--- src/rtl/icap_stream_pkg.sv ---
// icap_stream_pkg: shared state encoding, error codes and bit-order helper
// for the ICAPE3 bitstream streaming controller.
package icap_stream_pkg;

    typedef enum logic [1:0] {
        ST_IDLE      = 2'd0,
        ST_STREAM    = 2'd1,
        ST_WAIT_DONE = 2'd2,
        ST_DRAIN     = 2'd3
    } state_t;

    localparam logic [2:0] ERR_NONE    = 3'd0;
    localparam logic [2:0] ERR_PRERROR = 3'd1;
    localparam logic [2:0] ERR_TIMEOUT = 3'd2;
    localparam logic [2:0] ERR_TKEEP   = 3'd3;
    localparam logic [2:0] ERR_ABORT   = 3'd4;

    localparam logic [7:0] KEEP_FULL = 8'hFF;
    localparam logic [7:0] KEEP_LOW  = 8'h0F;

    // Reverse the bit order inside each byte, keeping byte positions.
    function automatic logic [31:0] bit_reverse_bytes(input logic [31:0] w);
        logic [31:0] r;
        r = '0;
        for (int b = 0; b < 4; b++) begin
            for (int i = 0; i < 8; i++) begin
                r[8*b+i] = w[8*b+7-i];
            end
        end
        return r;
    endfunction

endpackage

--- src/rtl/icap_stream_controller_timeout.sv ---
// icap_timeout_counter: cycle counter with synchronous clear and enable;
// flags expiry in the cycle the enabled count reaches LIMIT.
module icap_timeout_counter #(
    parameter int unsigned LIMIT = 1048576
) (
    input  logic clk,
    input  logic rst_n,
    input  logic clr,
    input  logic en,
    output logic expired
);

    localparam int unsigned W = $clog2(LIMIT + 1);

    logic [W-1:0] cnt_q;
    logic [W-1:0] cnt_d;

    // Expiry is seen in the LIMIT-th enabled cycle since the last clear.
    always_comb begin
        expired = en && (cnt_q == W'(LIMIT - 1));
    end

    // Next count: clear wins, otherwise count while enabled.
    always_comb begin
        cnt_d = cnt_q;
        if (clr) begin
            cnt_d = '0;
        end else if (en && !expired) begin
            cnt_d = cnt_q + W'(1);
        end
    end

    // Counter register.
    always_ff @(posedge clk or negedge rst_n) begin
        if (!rst_n) begin
            cnt_q <= '0;
        end else begin
            cnt_q <= cnt_d;
        end
    end

endmodule

--- src/rtl/icap_stream_controller.sv ---
// icap_stream_controller: feeds 64-bit AXI-Stream bitstream beats into ICAPE3
// as 32-bit words and tracks PR completion, errors and word count.
module icap_stream_controller
    import icap_stream_pkg::*;
#(
    parameter bit          BIT_SWAP       = 1'b1,
    parameter int unsigned TIMEOUT_CYCLES = 1048576,
    parameter bit          REQUIRE_PRDONE = 1'b1
) (
    input  logic        AxiBusClock,
    input  logic        xAxiBusReset_n,
    input  logic        xStart,
    input  logic        xAbort,
    input  logic [63:0] xIcapS_AXI_tdata,
    input  logic [7:0]  xIcapS_AXI_tkeep,
    input  logic        xIcapS_AXI_tlast,
    input  logic        xIcapS_AXI_tvalid,
    output logic        xIcapS_AXI_tready,
    input  logic        xIcapAvail,
    input  logic        xIcapPrDone,
    input  logic        xIcapPrError,
    output logic        xIcapCsib,
    output logic        xIcapRdWrB,
    output logic [31:0] xIcapData,
    output logic        xBusy,
    output logic        xDone,
    output logic        xError,
    output logic [2:0]  xErrorCode,
    output logic [31:0] xWordCount
);

    state_t      state_q, state_d;
    logic        tready_q, tready_d;
    logic        buf_valid_q, buf_valid_d;
    logic [63:0] buf_data_q, buf_data_d;
    logic        buf_has_hi_q, buf_has_hi_d;
    logic        buf_last_q, buf_last_d;
    logic        half_q, half_d;
    logic        last_seen_q, last_seen_d;
    logic [31:0] data_q, data_d;
    logic        done_q, done_d;
    logic        error_q, error_d;
    logic [2:0]  err_code_q, err_code_d;
    logic [31:0] word_cnt_q, word_cnt_d;

    logic        hs;
    logic        keep_ok;
    logic        last_now;
    logic        emit;
    logic        tmr_clr;
    logic        tmr_en;
    logic        tmr_expired;
    logic [2:0]  err_now;
    logic [31:0] cur_word;
    logic [31:0] out_word;

    // Beat handshake, tkeep legality and the word currently offered to ICAP.
    always_comb begin
        hs       = xIcapS_AXI_tvalid && tready_q;
        keep_ok  = (xIcapS_AXI_tkeep == KEEP_FULL) ||
                   ((xIcapS_AXI_tkeep == KEEP_LOW) && xIcapS_AXI_tlast);
        last_now = last_seen_q || (hs && xIcapS_AXI_tlast);
        cur_word = half_q ? buf_data_q[63:32] : buf_data_q[31:0];
        out_word = BIT_SWAP ? bit_reverse_bytes(cur_word) : cur_word;
    end

    // Error detection while a transfer is active; lower code wins a tie.
    always_comb begin
        err_now = ERR_NONE;
        if ((state_q == ST_STREAM) || (state_q == ST_WAIT_DONE)) begin
            if (xIcapPrError) begin
                err_now = ERR_PRERROR;
            end else if (tmr_expired) begin
                err_now = ERR_TIMEOUT;
            end else if ((state_q == ST_STREAM) && hs && !keep_ok) begin
                err_now = ERR_TKEEP;
            end else if (xAbort) begin
                err_now = ERR_ABORT;
            end
        end
    end

    // A word is written only when AVAIL is high and no error fires this cycle,
    // so CSIB and I follow AVAIL in the same cycle with no lag.
    always_comb begin
        emit    = (state_q == ST_STREAM) && buf_valid_q && xIcapAvail &&
                  (err_now == ERR_NONE);
        tmr_clr = (state_q == ST_IDLE) || emit;
        tmr_en  = ((state_q == ST_STREAM) && buf_valid_q && !xIcapAvail) ||
                  (state_q == ST_WAIT_DONE);
    end

    icap_timeout_counter #(
        .LIMIT (TIMEOUT_CYCLES)
    ) u_timeout (
        .clk     (AxiBusClock),
        .rst_n   (xAxiBusReset_n),
        .clr     (tmr_clr),
        .en      (tmr_en),
        .expired (tmr_expired)
    );

    // Next-state and datapath update for the transfer sequencer.
    always_comb begin
        state_d      = state_q;
        buf_valid_d  = buf_valid_q;
        buf_data_d   = buf_data_q;
        buf_has_hi_d = buf_has_hi_q;
        buf_last_d   = buf_last_q;
        half_d       = half_q;
        last_seen_d  = last_seen_q;
        data_d       = data_q;
        done_d       = done_q;
        error_d      = error_q;
        err_code_d   = err_code_q;
        word_cnt_d   = word_cnt_q;

        unique case (state_q)
            ST_IDLE: begin
                if (xStart) begin
                    done_d      = 1'b0;
                    error_d     = 1'b0;
                    err_code_d  = ERR_NONE;
                    word_cnt_d  = '0;
                    buf_valid_d = 1'b0;
                    half_d      = 1'b0;
                    last_seen_d = 1'b0;
                    state_d     = ST_STREAM;
                end
            end
            ST_STREAM: begin
                if (err_now != ERR_NONE) begin
                    error_d     = 1'b1;
                    err_code_d  = error_q ? err_code_q : err_now;
                    buf_valid_d = 1'b0;
                    half_d      = 1'b0;
                    last_seen_d = last_now;
                    state_d     = last_now ? ST_IDLE : ST_DRAIN;
                end else if (emit) begin
                    data_d     = out_word;
                    word_cnt_d = word_cnt_q + 32'd1;
                    if (!half_q && buf_has_hi_q) begin
                        half_d = 1'b1;
                    end else begin
                        buf_valid_d = 1'b0;
                        half_d      = 1'b0;
                        if (buf_last_q) begin
                            if (REQUIRE_PRDONE) begin
                                state_d = ST_WAIT_DONE;
                            end else begin
                                done_d  = 1'b1;
                                state_d = ST_IDLE;
                            end
                        end
                    end
                end else if (hs) begin
                    buf_data_d   = xIcapS_AXI_tdata;
                    buf_has_hi_d = (xIcapS_AXI_tkeep[7:4] == 4'hF);
                    buf_last_d   = xIcapS_AXI_tlast;
                    buf_valid_d  = 1'b1;
                    half_d       = 1'b0;
                    last_seen_d  = last_now;
                end
            end
            ST_WAIT_DONE: begin
                if (err_now != ERR_NONE) begin
                    error_d    = 1'b1;
                    err_code_d = error_q ? err_code_q : err_now;
                    state_d    = ST_IDLE;
                end else if (xIcapPrDone) begin
                    done_d  = 1'b1;
                    state_d = ST_IDLE;
                end
            end
            ST_DRAIN: begin
                if (hs && xIcapS_AXI_tlast) begin
                    state_d = ST_IDLE;
                end
            end
        endcase

        tready_d = ((state_d == ST_STREAM) && !buf_valid_d) ||
                   (state_d == ST_DRAIN);
    end

    // Sequencer state and registered status outputs.
    always_ff @(posedge AxiBusClock or negedge xAxiBusReset_n) begin
        if (!xAxiBusReset_n) begin
            state_q      <= ST_IDLE;
            tready_q     <= 1'b0;
            buf_valid_q  <= 1'b0;
            buf_data_q   <= '0;
            buf_has_hi_q <= 1'b0;
            buf_last_q   <= 1'b0;
            half_q       <= 1'b0;
            last_seen_q  <= 1'b0;
            data_q       <= '0;
            done_q       <= 1'b0;
            error_q      <= 1'b0;
            err_code_q   <= ERR_NONE;
            word_cnt_q   <= '0;
        end else begin
            state_q      <= state_d;
            tready_q     <= tready_d;
            buf_valid_q  <= buf_valid_d;
            buf_data_q   <= buf_data_d;
            buf_has_hi_q <= buf_has_hi_d;
            buf_last_q   <= buf_last_d;
            half_q       <= half_d;
            last_seen_q  <= last_seen_d;
            data_q       <= data_d;
            done_q       <= done_d;
            error_q      <= error_d;
            err_code_q   <= err_code_d;
            word_cnt_q   <= word_cnt_d;
        end
    end

    assign xIcapS_AXI_tready = tready_q;
    assign xIcapCsib         = !emit;
    assign xIcapRdWrB        = 1'b0;
    assign xIcapData         = emit ? out_word : data_q;
    assign xBusy             = (state_q != ST_IDLE);
    assign xDone             = done_q;
    assign xError            = error_q;
    assign xErrorCode        = err_code_q;
    assign xWordCount        = word_cnt_q;

endmodule

--- config.mk ---
export PLATFORM = sky130hd
export DESIGN_NAME = icap_stream_controller
export DESIGN_NICKNAME = d
export VERILOG_FILES = /design/src/rtl/icap_stream_pkg.sv /design/src/rtl/icap_stream_controller_timeout.sv /design/src/rtl/icap_stream_controller.sv
export SDC_FILE = /design/constraint.sdc
export NUM_CORES = 1
export LEC_CHECK = 0
export ABC_AREA = 1
export BUFFER_PORTS_ARGS = -buffer_cell sky130_fd_sc_hd__buf_4
export CAP_MARGIN = 20
export CELL_PAD_IN_SITES_DETAIL_PLACEMENT = 1
export CELL_PAD_IN_SITES_GLOBAL_PLACEMENT = 1
export CORE_MARGIN = 1
export CORE_UTILIZATION = 40
export DETAILED_ROUTE_END_ITERATION = 10
export PLACE_DENSITY = 0.83
export SETUP_SLACK_MARGIN = 0.05
export SLEW_MARGIN = 0
export SYNTH_ARGS = -nofsm -noshare
export SYNTH_HDL_FRONTEND = slang
export SYNTH_SLANG_ARGS = --single-unit
--- constraint.sdc ---
create_clock -name AxiBusClock -period 3.6 [get_ports AxiBusClock]
set_clock_uncertainty 0.2 [all_clocks]
set_input_delay 0.72 -clock AxiBusClock [delete_from_list [all_inputs] [get_ports AxiBusClock]]
set_output_delay 0.72 -clock AxiBusClock [all_outputs]
set_load 0.02 [all_outputs]
==> results of run 1 <==
-- flip-flops by register name, indices dropped and copies added (netlist names) --
register / cells
buf_data_q: 64
data_q: 32
xWordCount: 32
u_timeout.cnt_q: 21
xErrorCode: 3
state_q: 2
buf_has_hi_q: 1
buf_last_q: 1
buf_valid_q: 1
half_q: 1
last_seen_q: 1
xDone: 1
xError: 1
xIcapS_AXI_tready: 1
-- worst reg2reg max path: stages, from the launching register on --
cell     delay, ns
dfrtp_1       0.45
inv_2         0.12
ha_4          0.16
buf_4         0.33
inv_1         0.31
a21oi_1       0.47
nand2_1       0.37
nand2_2       0.20
buf_12        0.28
nand2_1       0.12
nand2_1       0.08
nand2_1       0.05
nor2_1        0.09
-- layout make-up --
| type | count | area (um2) | share of cell area, % |
|---|---|---|---|
| Tap cell | 270 | 338 | 3.07 |
| Clock buffer | 17 | 425 | 3.87 |
| Sequential cell | 162 | 4060 | 36.9 |
| Inverter | 104 | 398 | 3.62 |
| Clock inverter | 15 | 163 | 1.48 |
| Timing Repair Buffer | 189 | 1630 | 14.8 |
| Multi-Input combinational cell | 680 | 3980 | 36.2 |
-- cells by family (layout without fill, tap and decap cells) --
family,after synthesis,count (layout),synth area share (%)
other cells,1,1,0.0444
fa+ha+maj,6,6,0.889
mux,33,33,5.74
buf+inv,144,325,7.56
simple gates,421,421,22.8
xor+xnor,26,26,2.70
flops,162,162,48.0
compound gates,193,193,12.3
-- final timing paths --
path,start,end,slack [ns],cells past startpoint
hold / removal,xAxiBusReset_n,xDone$_DFFE_PN0P_,0.08,1
hold reg to reg,data_q[4]$_DFFE_PN0P_,data_q[4]$_DFFE_PN0P_,0.28,2
max in group asynchronous,xAxiBusReset_n,xWordCount[9]$_DFFE_PN0P_,2.30,2
setup / recovery,state_q[1]$_DFF_PN0_,xIcapData[0],0.02,14
setup reg to reg,state_q[1]$_DFF_PN0_,xWordCount[16]$_DFFE_PN0P_,0.29,12
min in group AxiBusClock,data_q[4]$_DFFE_PN0P_,data_q[4]$_DFFE_PN0P_,0.28,2
-- Yosys cell counts, drive strengths merged (2+ instances only) --
master / count / area share [%]
mux2: 33 / 5.7
nor3: 23 / 1.4
nor4: 13 / 0.96
clkinv: 2 / 0.089
nand4: 28 / 2.8
xor2: 23 / 2.4
inv: 102 / 4.5
ha: 6 / 0.89
o31ai: 6 / 0.53
o21ai: 143 / 8.9
o22ai: 2 / 0.15
nor3b: 3 / 0.27
xnor2: 3 / 0.31
clkbuf: 16 / 0.73
nand3: 41 / 2.6
nor2: 94 / 4.4
buf: 24 / 2.2
a21oi: 39 / 2.3
nand2: 217 / 10
dfrtp: 162 / 48
-- routing by layer --
metal	part of all wire (%)	routed length [um]	vias to the layer above	global-route usage (%)
li1	-	-	3579	-
met1	44	11200	3779	29.8
met2	51	13000	148	40.3
met3	3.8	955	22	3.94
met4	0.89	227	0	6.08
met5	0	0	-	0
-- metrics by stage --
step                      hold WS, ns  setup slack [ns]  cells
after global routing            0.140           -0.0895   1437
after CTS                       0.109            0.0393   1426
after global placement          0.257             0.137   1380
after floorplan                 0.224             0.379    986
final                          0.0819            0.0164   1437
after detailed placement        0.267            0.0907   1380
-- power breakdown --
group	switching (W)	internal (W)
sequential	0.000291	0.00241
clock	0.000849	0.000989
combinational	0.00198	0.00138
-- repair_timing --
item	4_1_cts	5_1_grt
setup endpoints to repair	33	32
cloned	2	1
buffers inserted	12	10
pin swaps	6	6
resized for setup	28	85
==> results.yml, run 1 <==
critical_path:
  cp-end-kind: "output pin"
  startpoint_type: "register"
  crit_top_cell: "nand2_2"
  critPathRequiredTime_ns: 2.68
  slowest_delay_ns: 0.45
  worstPathCellList: "inv_2 -> ha_4 -> nand2_2 -> o21ai_2 -> nand3_2 -> nand2_2 -> nand2_2 -> nand2_4 -> nand2_4 -> nor2_4 -> inv_8 -> buf_16 -> o21ai_1 -> buf_4"
  critical_path.top_delay_family: "simple AND/OR/NAND/NOR gates"
  crit_slowest_cell: "dfrtp_1"
  crit_buf_inv: 4
  cp.arrival_ns: 2.66
  critPathKind: "reg -> out"
  critPathMaxFanout: 17
place:
  dp_hpwl_mm: 16.8
  gp_congestion: 0.885
  dpl_cell_area_um2: 9840
  numPortBuffers: 152
cells_and_area:
  drive_gt1_share_pct: 29.7
  fill_cells: 2433
  final_common_cell: "nand2_1"
  fin_nets: 1241
  fin_area_um2: 11000
  num_antenna_cells: 0
  syn_to_final_growth_pct: 30.3
  utilization_pct: 53.8
  layout_common_cells: "184 x nand2_1, 163 x buf_4, 156 x dfrtp_1, 95 x inv_1, 90 x nor2_1"
logic_synthesis:
  ys_types: 43
  synthFlopType: "dfrtp_1"
  syn_area_per_cell_um2: 8.56
  ys_seq_area_share_pct: 48.0
  synth_area_um2: 8440
  ys_ff_latch: 162
  postSynthCellCount: 986
  synth_edf_count: 0
  synth_fp_nets: 1073
  async_reset_ff_share_pct: 100
  ys_warn_count: 0
routing:
  ant_nets: 0
  routed_wl_mm: 25.4
  drt_iter0_markers: 293
  dr.pass1.iters: 4
  drc: 0
  vias: 7528
  via_per_inst: 5.24
  wire_per_inst_um: 17.7
sta:
  fin_tns_setup_ns: 0
  tightest_slew_ns: 0.695
  setup_violations: 0
  period_share_pct: 99.5
  post-route-min-period_ns: 3.58
  fmax_mhz: 279
  rsz0062_at_grt: "true"
  hold_viol_final: 0
  max_slew_margin_pct: 53.7
  maxSlewViolCount: 0
floorplanning:
  core_area_um2: 20400
  fp.dieH_um: 147
  start_util_pct: 41.3
  row_count: 52
  die_area_um2: 21700
  die_x_um: 147
  pin_count: 154
clock_network:
  clockRootBuffer: "clkbuf_16"
  cts-buffers-inserted: 17
  tritoncts: "done"
  cts.sinks: 162
  hold_buffers: 0
  h-tree-depth: 4
  cts_buffer_depth: 2
  clk_pin_slew_ns: 0.08
  worstSkewPairLatency_ns: 0.43
pwr:
  power.leakage_nw: 5.07
  finalPower_w: 0.00790
  powerDensity_nw_per_um2: 718
  ir_drop_uv: 356
worst_hold_path:
  hp-class: "in -> async"
global_route:
  grt_usage_pct: 23.2
  grt_pass1_wl_mm: 40.0
  grt_max_degree: 70
  gr-total-overflow: 0
  antenna_found_initial: 0
  grt_pass1_vias: 7876
run_status:
  status: "completed"
flow_run:
  cap_violations: 0
No activity file was read; power rests on OpenSTA's default activity.
==> run 2: changes to the inputs <==
ABC_AREA = not set   (was 1)
CTS_BUF_LIST = sky130_fd_sc_hd__clkbuf_16   (was not set)
PLACE_DENSITY = 0.81   (was 0.83)
==> results.yml, run 2 <==
clock_network:
  h-tree-depth: 4
  worstSkewPairLatency_ns: 0.43
  cts.sinks: 162
  cts_buffer_depth: 2
  clk_pin_slew_ns: 0.07
  clockRootBuffer: "clkbuf_16"
  cts-buffers-inserted: 17
  tritoncts: "done"
place:
  numPortBuffers: 152
  place_inst: 1092
  dpl_cell_area_um2: 9320
  gp_congestion: 0.802
  dp_slack_ns: -0.0348
  dp_hpwl_mm: 13.9
sta:
  tightest_slew_ns: 0.725
  fmax_mhz: 270
  post-route-min-period_ns: 3.70
  rsz0062_at_grt: "true"
  max_slew_margin_pct: 51.7
  setup_ws_ns: -0.103
  hold_viol_final: 0
  period_share_pct: 103
  maxSlewViolCount: 0
  setup_violations: 32
pwr:
  switchingPower_w: 0.00306
  internal_power_w: 0.00507
  p_comb_share_pct: 40.2
  clkPwrFrac_pct: 24.5
  p_seq_share_pct: 35.3
  powerDensity_nw_per_um2: 735
  power.leakage_nw: 5.02
  switching_share_pct: 37.6
  ir_drop_uv: 508
logic_synthesis:
  ys_seq_area_share_pct: 52.2
  ys_types: 53
  synth.area.top_cells: "dfrtp_1 52%, mux2_2 5.8%, mux2_4 5.4%"
  postSynthCellCount: 689
  ys_warn_count: 0
  synthFlopType: "dfrtp_1"
  synth_area_um2: 7760
  synth_edf_count: 0
  syn_area_per_cell_um2: 11.3
  async_reset_ff_share_pct: 100
  ys_ff_latch: 162
  yosysMostFrequentCell: "dfrtp_1"
  netlist.area_leader.share_pct: 52.2
  yosys-top-cells-count: "162 x dfrtp_1, 63 x nor2_1, 60 x o21ai_0, 54 x nand2_1, 40 x mux2_2"
  synth_fp_nets: 776
  yosysTopAreaCell: "dfrtp_1"
run_status:
  status: "finished with violations"
  violations: "negative setup slack"
floorplanning:
  core_area_um2: 18800
  pin_count: 154
  fp.dieH_um: 141
  die_x_um: 141
  row_count: 50
  start_util_pct: 41.2
  die_area_um2: 20000
global_route:
  gr-total-overflow: 0
  grt_usage_pct: 24.3
  antenna_found_initial: 0
  grt_pass1_vias: 6756
  grt_max_degree: 75
  grt_pass1_wl_mm: 37.4
flow_run:
  cap_violations: 0
cells_and_area:
  syn_to_final_growth_pct: 42.4
  largest_reg_flops: 64
  fill_cells: 1919
  fin_area_um2: 11000
  layout_common_cells: "161 x buf_4, 160 x dfrtp_1, 62 x nor2_1, 40 x mux2_2, 37 x o21ai_0"
  stdcell_count: 1152
  fin_nets: 966
  utilization_pct: 58.7
  drive_gt1_share_pct: 44.3
  final_common_cell: "buf_4"
  num_antenna_cells: 0
  top_register: "buf_data_q"
routing:
  ant_nets: 0
  wire_per_inst_um: 23.2
  routed_wl_mm: 26.8
  vias: 6311
  dr.pass1.iters: 5
  drt_iter0_markers: 283
  drc: 0
  via_per_inst: 5.48
critical_path:
  cp.depth: 12
  cp.arrival_ns: 2.78
  critPathRequiredTime_ns: 2.68
  cp-end-kind: "output pin"
  critical_path.top_delay_family: "simple AND/OR/NAND/NOR gates"
  critPathKind: "reg -> out"
  crit_buf_inv: 4
  slowest_delay_ns: 0.41
  worstPathCellList: "ha_1 -> nand3_2 -> nor3_2 -> and4b_1 -> o41a_1 -> nor2_4 -> buf_12 -> inv_6 -> clkbuf_16 -> nand2_2 -> o21ai_4 -> buf_6"
  critPathMaxFanout: 6
  startpoint_type: "register"
  crit_slowest_cell: "dfrtp_1"
  r2r_cells: 13
worst_hold_path:
  hp-class: "in -> async"
-- run 2: cell types whose count changed after synthesis, moves of 31 or more --
cell     previous run  this run
nand2_1           207        54
inv_1              98         9
o21ai_0           111        60
mux2_2              2        40
mux2i_1             0        33
a21oi_1            39         8
-- run 2: metal layers --
metal / GRT usage (%) / share of wire (%)
met1: 29.6 / 40
met2: 41.9 / 53
met3: 6.11 / 4.4
met4: 8.58 / 2.2
met5: 0 / 0
-- run 2: worst register-to-register path, cell delays in order, from the launching register on --
cell and delay (ns):
dfrtp_2 0.44, inv_2 0.09, buf_4 0.10, buf_4 0.08, buf_4 0.11, ha_1 0.34
nand2_1 0.13, o21ai_1 0.24, and3_1 0.32, nor4b_2 0.25, buf_4 0.26, o211ai_1 0.16
xor2_1 0.22, nor2_1 0.07
-- run 2: cell type report --
type / count / area, um2 / share of cell area (%)
Clock buffer: 17 / 425 / 3.85
Clock inverter: 15 / 194 / 1.76
Timing Repair inverter: 1 / 8.76 / 0.0793
Timing Repair Buffer: 208 / 1890 / 17.1
Multi-Input combinational cell: 479 / 4090 / 37.0
Inverter: 10 / 66.3 / 0.600
Sequential cell: 162 / 4060 / 36.7
Tap cell: 260 / 325 / 2.94
-- run 2: power groups by stage --
stage / registers (W) / logic [W] / clock network, W
5_1_grt: 0.00292 / 0.00346 / 0.00207
2_1_floorplan: 0.00266 / 0.00159 / 0
3_5_place_dp: 0.00273 / 0.00246 / 0
3_3_place_gp: 0.00269 / 0.00236 / 0
6_report: 0.00287 / 0.00327 / 0.00199
4_1_cts: 0.00273 / 0.00275 / 0.00196
-- run 2: through the flow --
| stage | hold WS, ns | total power [W] | setup TNS [ns] |
|---|---|---|---|
| detailed placement | 0.265 | 0.00519 | -0.257 |
| global placement | 0.253 | 0.00506 | -0.0389 |
| floorplan | 0.224 | 0.00425 | -0.792 |
| global route | 0.152 | 0.00845 | -3.92 |
| finish | 0.0971 | 0.00812 | -1.39 |
| CTS | 0.132 | 0.00744 | -0.772 |
-- run 2: final timing paths --
path,start,end,slack [ns]
hold reg to reg,data_q[30]$_DFFE_PN0P_,data_q[30]$_DFFE_PN0P_,0.30
max in group asynchronous,xAxiBusReset_n,buf_data_q[34]$_DFFE_PN0P_,2.13
setup / recovery,u_timeout.cnt_q[0]$_DFFE_PN0P_,xIcapData[6],-0.10
min in group AxiBusClock,data_q[30]$_DFFE_PN0P_,data_q[30]$_DFFE_PN0P_,0.30
hold / removal,xAxiBusReset_n,buf_data_q[4]$_DFFE_PN0P_,0.1
setup reg to reg,state_q[0]$_DFF_PN0_,xWordCount[24]$_DFFE_PN0P_,0.47
-- run 2: kinds of logic after synthesis --
| family | count (synthesis) | synth area share (%) |
|---|---|---|
| AO/OA/AOI/OAI | 137 | 10.9 |
| XOR/XNOR | 47 | 5.31 |
| adder cells (fa/ha/maj) | 6 | 0.968 |
| buffers and inverters | 48 | 3.14 |
| flip-flops | 162 | 52.2 |
| multiplexers | 101 | 15.5 |
| other | 1 | 0.0483 |
| AND/OR/NAND/NOR | 187 | 11.9 |
-- run 2: repair_timing --
| item | CTS | global route |
|---|---|---|
| hold buffers | 0 | 0 |
| cloned | 3 | 5 |
| pin swaps | 7 | 28 |
| buffers inserted | 15 | 6 |
| endpoints found under the setup margin | 33 | 33 |
| resized for setup | 63 | 123 |
